## src/rtl/mux_stream_rr.sv

```systemverilog
// N-channel registered stream multiplexer with valid/ready on every port.
// Static-select or round-robin grant feeds a single output register stage.
module mux_stream_rr #(
  parameter int unsigned N_CH  = 4,
  parameter int unsigned WIDTH = 16,
  localparam int unsigned SEL_W = (N_CH > 1) ? $clog2(N_CH) : 1
) (
  input  logic                    clk,
  input  logic                    rst,
  input  logic [N_CH*WIDTH-1:0]   in_data,
  input  logic [N_CH-1:0]         in_valid,
  output logic [N_CH-1:0]         in_ready,
  input  logic                    mode,
  input  logic [SEL_W-1:0]        sel,
  output logic [WIDTH-1:0]        out_data,
  output logic                    out_valid,
  input  logic                    out_ready,
  output logic [SEL_W-1:0]        out_ch
);

  typedef enum logic {
    ST_EMPTY = 1'b0,
    ST_FULL  = 1'b1
  } state_t;

  state_t            state_q, state_d;
  logic [WIDTH-1:0]  data_q, data_d;
  logic [SEL_W-1:0]  ch_q, ch_d;
  logic [SEL_W-1:0]  rr_ptr_q, rr_ptr_d;

  logic [SEL_W-1:0]  gnt;
  logic              gnt_vld;
  logic [WIDTH-1:0]  gnt_data;
  logic              load_en;
  logic              xfer;
  logic              found;
  int unsigned       idx;

  // Round-robin search begins just past the last granted channel.
  always_comb begin
    gnt     = '0;
    gnt_vld = 1'b0;
    found   = 1'b0;
    idx     = 0;
    if (!mode) begin
      gnt = sel;
      for (int unsigned i = 0; i < N_CH; i++) begin
        if (SEL_W'(i) == sel) gnt_vld = in_valid[i];
      end
    end else begin
      for (int unsigned k = 1; k <= N_CH; k++) begin
        idx = (32'(rr_ptr_q) + k) % N_CH;
        if (!found && in_valid[idx]) begin
          found = 1'b1;
          gnt   = SEL_W'(idx);
        end
      end
      gnt_vld = found;
    end
  end

  always_comb begin
    gnt_data = '0;
    for (int unsigned i = 0; i < N_CH; i++) begin
      if (SEL_W'(i) == gnt) gnt_data = in_data[i*WIDTH +: WIDTH];
    end
  end

  assign load_en = (state_q == ST_EMPTY) | out_ready;
  assign xfer    = load_en & gnt_vld;

  always_comb begin
    in_ready = '0;
    for (int unsigned i = 0; i < N_CH; i++) begin
      in_ready[i] = xfer & (SEL_W'(i) == gnt);
    end
  end

  always_comb begin
    state_d  = state_q;
    data_d   = data_q;
    ch_d     = ch_q;
    rr_ptr_d = rr_ptr_q;
    if (xfer) begin
      state_d  = ST_FULL;
      data_d   = gnt_data;
      ch_d     = gnt;
      rr_ptr_d = gnt;
    end else if (out_ready) begin
      state_d  = ST_EMPTY;
    end
  end

  always_ff @(posedge clk or posedge rst) begin
    if (rst) begin
      state_q  <= ST_EMPTY;
      data_q   <= '0;
      ch_q     <= '0;
      rr_ptr_q <= SEL_W'(N_CH - 1);
    end else begin
      state_q  <= state_d;
      data_q   <= data_d;
      ch_q     <= ch_d;
      rr_ptr_q <= rr_ptr_d;
    end
  end

  assign out_valid = (state_q == ST_FULL);
  assign out_data  = data_q;
  assign out_ch    = ch_q;

endmodule

```

## config.mk

```make
export PLATFORM = sky130hd
export DESIGN_NAME = mux_stream_rr
export DESIGN_NICKNAME = d
export VERILOG_FILES = /design/src/rtl/mux_stream_rr.sv
export SDC_FILE = /design/constraint.sdc
export NUM_CORES = 1
export LEC_CHECK = 0
export CAP_MARGIN = 25
export CORE_ASPECT_RATIO = 2
export CORE_UTILIZATION = 30
export CTS_CLUSTER_SIZE = 20
export DETAILED_ROUTE_END_ITERATION = 8
export GPL_TIMING_DRIVEN = 0
export PLACE_DENSITY = 0.65
export SETUP_SLACK_MARGIN = 0.1
export SKIP_LAST_GASP = 1
export SLEW_MARGIN = 20
export SYNTH_ARGS = -nofsm -noshare
export SYNTH_HDL_FRONTEND = slang
export SYNTH_SLANG_ARGS = --single-unit
export TNS_END_PERCENT = 20
```

## constraint.sdc

```tcl
create_clock -name clk -period 2.58 [get_ports clk]
set_clock_uncertainty 0.1 [all_clocks]
set_input_delay 0.516 -clock clk [delete_from_list [all_inputs] [get_ports clk]]
set_output_delay 0.516 -clock clk [all_outputs]
set_load 0.01 [all_outputs]
```

==> impl_results.md <==
- Status: complete, no violations
- Yosys warning total: 0
- Register Area: roughly 530 µm²
- CTS Buf Count: 3
- CTS sink cnt: 21
- Final count of hold timing violations: 0
- Post-Syn Instances: 163
- Pre-CTS setup slack: -1080 ps
- Diodes inserted: 0
- Met1 Use GR: about a fifth
- Detailed Place HPWL: 4.29 mm
- Slew Limit Fails: 0
- Die height: about 110 µm
- Adder-cell share of the synthesized area: 0%
- Number of global-route vias before repair: about 1800
- Synthesized cell area: approximately 1700 µm²
- Root Driver: clkbuf_8
- CTS clock-pin slew for the worst setup and hold paths: 80 ps
- Worst path bufs/invs: 3
- Drt drc: 0
- Post-Synth XOR/XNOR Area: 0%
- H-tree depth: 1
- Min setup slack post-route: between 30 and 40 ps
- CTS tree: yes
- Buffers added on ports: 96
- Worst-case clock buffer depth: 2
- Cell Chain, Critical Path: buf_6 > nand2_4 > o22ai_4 > a21oi_2 > o311ai_4 > buf_6 > and3_4 > buf_6
- Average instance area after synthesis: roughly 11 µm²
- Final Setup Violations: 0
- Initial antenna violation count: 0
- Total power: between 0.0015 and 0.002 W
- Fin cells: approximately 340
- GRT met3 Usage: about 1.5%
- Final weighted congestion in routability-driven placement: ~0.80
- Min Tclk post-route: between 2000 and 3000 ps
- Crit end category: output pin
- Crit-path slowest cell: dfstp_2
- Core Rows: 38
- Filler instances: just under 500
- Vias post-DR: around 1800
- Max-Cap Viols: 0
- Top_reg_cell synth: dfrtp_1
- Clk_lat worst skew: ~260 ps
- Register area share after synthesis: 30.8%
- Syn_nets: roughly 240
- CP max FO: 6
- Crit path required time: 1960 ps
- Post-synth EDFFs: 0
- FFs w/ async S/R, synth: between 90% and 100%
- Max Clock Freq: around 390 MHz
- Period utilization: 98.7%
- Power density cells: a little under 600 nW/µm²
- Post-synthesis mux area share: a little under an eighth
- Startpoint types: flip-flop
- Maximum vdd drop: 0.000383 V
- Most common cell on crit path: buf_6
- Met2 usage: about two fifths
- Die area: approximately 6000 µm²
- Wire per inst: 17.7 µm
- Total grt overflow: 0
- Hold Buf Count CTS: 0
- Kind of critical path: reg -> out
- Cell leakage power: between 1 and 1.5 nW
- Synth unique cells: 36
- Share of layout cells above drive strength 1: 34.3%
- Area Overhead vs Synth: 74.9%
- RSZ-0062 raised after global routing: true
- Largest net degree at the start of global routing: 22
- Fin Hold WS: around 400 ps
- Total track usage: between 20% and 30%
- Placed Instances: approximately 320
- Final Util: between 50% and 60%
- Die X: approximately 55 µm
- Detail Route Antenna Nets: 0
- CP max stage delay: 540 ps
- Hold Path Class: reg -> reg
- Critical path's top delay family: flip-flops
- Vias per cell: between 5 and 6
- Routed wire length: around 6.0 mm
- Initial DRC count: 32
- Initial Util: 31.4%
- Final #Nets: ~350
- Global-route wire length before repair: about 9.4 mm
- Area of the multi-input gates: 1140 µm²
- Compound-Gate Fraction of Synth Area: between 30% and 40%
- CP Data Arrival Time: around 1900 ps
- Busiest layer in global routing: met2
- Synth Area in Simple Gates: 10.1%
- Slew margin rel.: between 40% and 50%
- Yosys reg bits: 21
- CORE AREA: between 5000 and 6000 µm²
- Worst slew pin tran: 892 ps
- First-pass iteration count of the detailed router: 4
- Largest family of logic cells by synthesized area: compound AO/OA/AOI/OAI gates
- IO Pins: a little under 100
cell families (layout without fill, tap and decap cells):
family          after synthesis  count (layout)
mux                          19              19
simple gates                 37              37
compound gates               62              62
buf+inv                      24             138
flops                        21              21
through the flow:
step | area, µm² | setup TNS (ps)
finish | 3000 | 0
CTS | 3000 | 0
global placement | 2750 | -8480
detailed placement | 2750 | -8530
floorplan | 1720 | 0
global route | 3000 | -65.2
what timing repair did:
action | in CTS | in global routing
pin swaps | 10 | 10
buffers inserted | 17 | 0
gates resized for setup | 64 | 17
endpoints found under the setup margin | 20 | 4
cells in the final DEF (no fill, tap or decap), types with 2 or more instances in the layout:
cell type,Yosys,routed
a21boi_0,16,16
and3_4,0,2
clkbuf_8,0,3
a211oi_2,12,12
mux2i_1,16,16
buf_6,7,11
nor2_2,1,2
nand2_4,0,2
clkdlybuf4s50_1,0,85
buf_4,1,17
o21ai_1,2,3
buf_2,3,7
dfrtp_1,19,19
nor2_1,20,18
a211oi_1,4,4
a21oi_2,1,3
inv_1,6,6
clkbuf_1,4,2
dfstp_2,2,2
and2_4,1,2
nand2_1,7,4
mux2_1,2,2
a221oi_2,16,16
clkdlybuf4s15_2,0,2
metal layers:
layer / up-vias / part of all wire [%]
li1: 841 / -
met1: 850 / 33
met2: 63 / 60
met3: 12 / 3.4
met4: 0 / 3.6
met5: - / 0
worst register-to-register path: stages (launching register included):
cell and delay (ps):
dfstp_2 540, buf_6 130, buf_6 130, o21ai_1 80, a21oi_2 200, o311ai_4 140, buf_4 170, and2_4 150
buf_6 140, buf_6 160, a221oi_2 250
synthesized netlist by cell type, types with 3 or more instances:
cell type	instances	area (µm²)
buf_6	7	78.8
clkbuf_1	4	15.0
nand2_1	7	26.3
mux2i_1	16	160
nor2_1	20	75.1
dfrtp_1	19	475
a211oi_1	4	30.0
a21boi_0	16	120
buf_2	3	15.0
a211oi_2	12	150
a221oi_2	16	240
inv_1	6	22.5
flip-flops by register name, indices dropped and copies added, names as in the netlist:
| signal | flops |
|---|---|
| out_data | 16 |
| out_ch | 2 |
| rr_ptr_q | 2 |
| out_valid | 1 |
power breakdown:
group          total [W]  switching [W]  internal (W)
Sequential      0.000486      0.0000539      0.000432
Clock           0.000224       0.000116      0.000108
Combinational    0.00105       0.000476      0.000578
Total            0.00176       0.000646       0.00112
worst paths after layout:
path                             startpoint           end  slack [ps]  cells past startpoint
worst min-delay path              out_ch[1]     out_ch[1]         410                      1
min in group asynchronous               rst     out_valid         640                      2
worst min register to register    out_ch[1]     out_ch[1]         410                      1
worst max-delay path            rr_ptr_q[1]   in_ready[2]          30                      8
worst max register to register  rr_ptr_q[1]  out_data[12]         300                     10
max in group asynchronous               rst  out_data[12]        1190                      2
layout make-up:
class                   count  area share [%]
clock inverters             1           0.167
inverters                   8            1.08
clock buffers               3            1.38
repair buffers            113            35.6
multi-input cells         118            38.0
well taps                  60            2.50
flip-flops and latches     21            17.6
plain buffers              13            3.71
No activity file was read; power rests on OpenSTA's default activity.
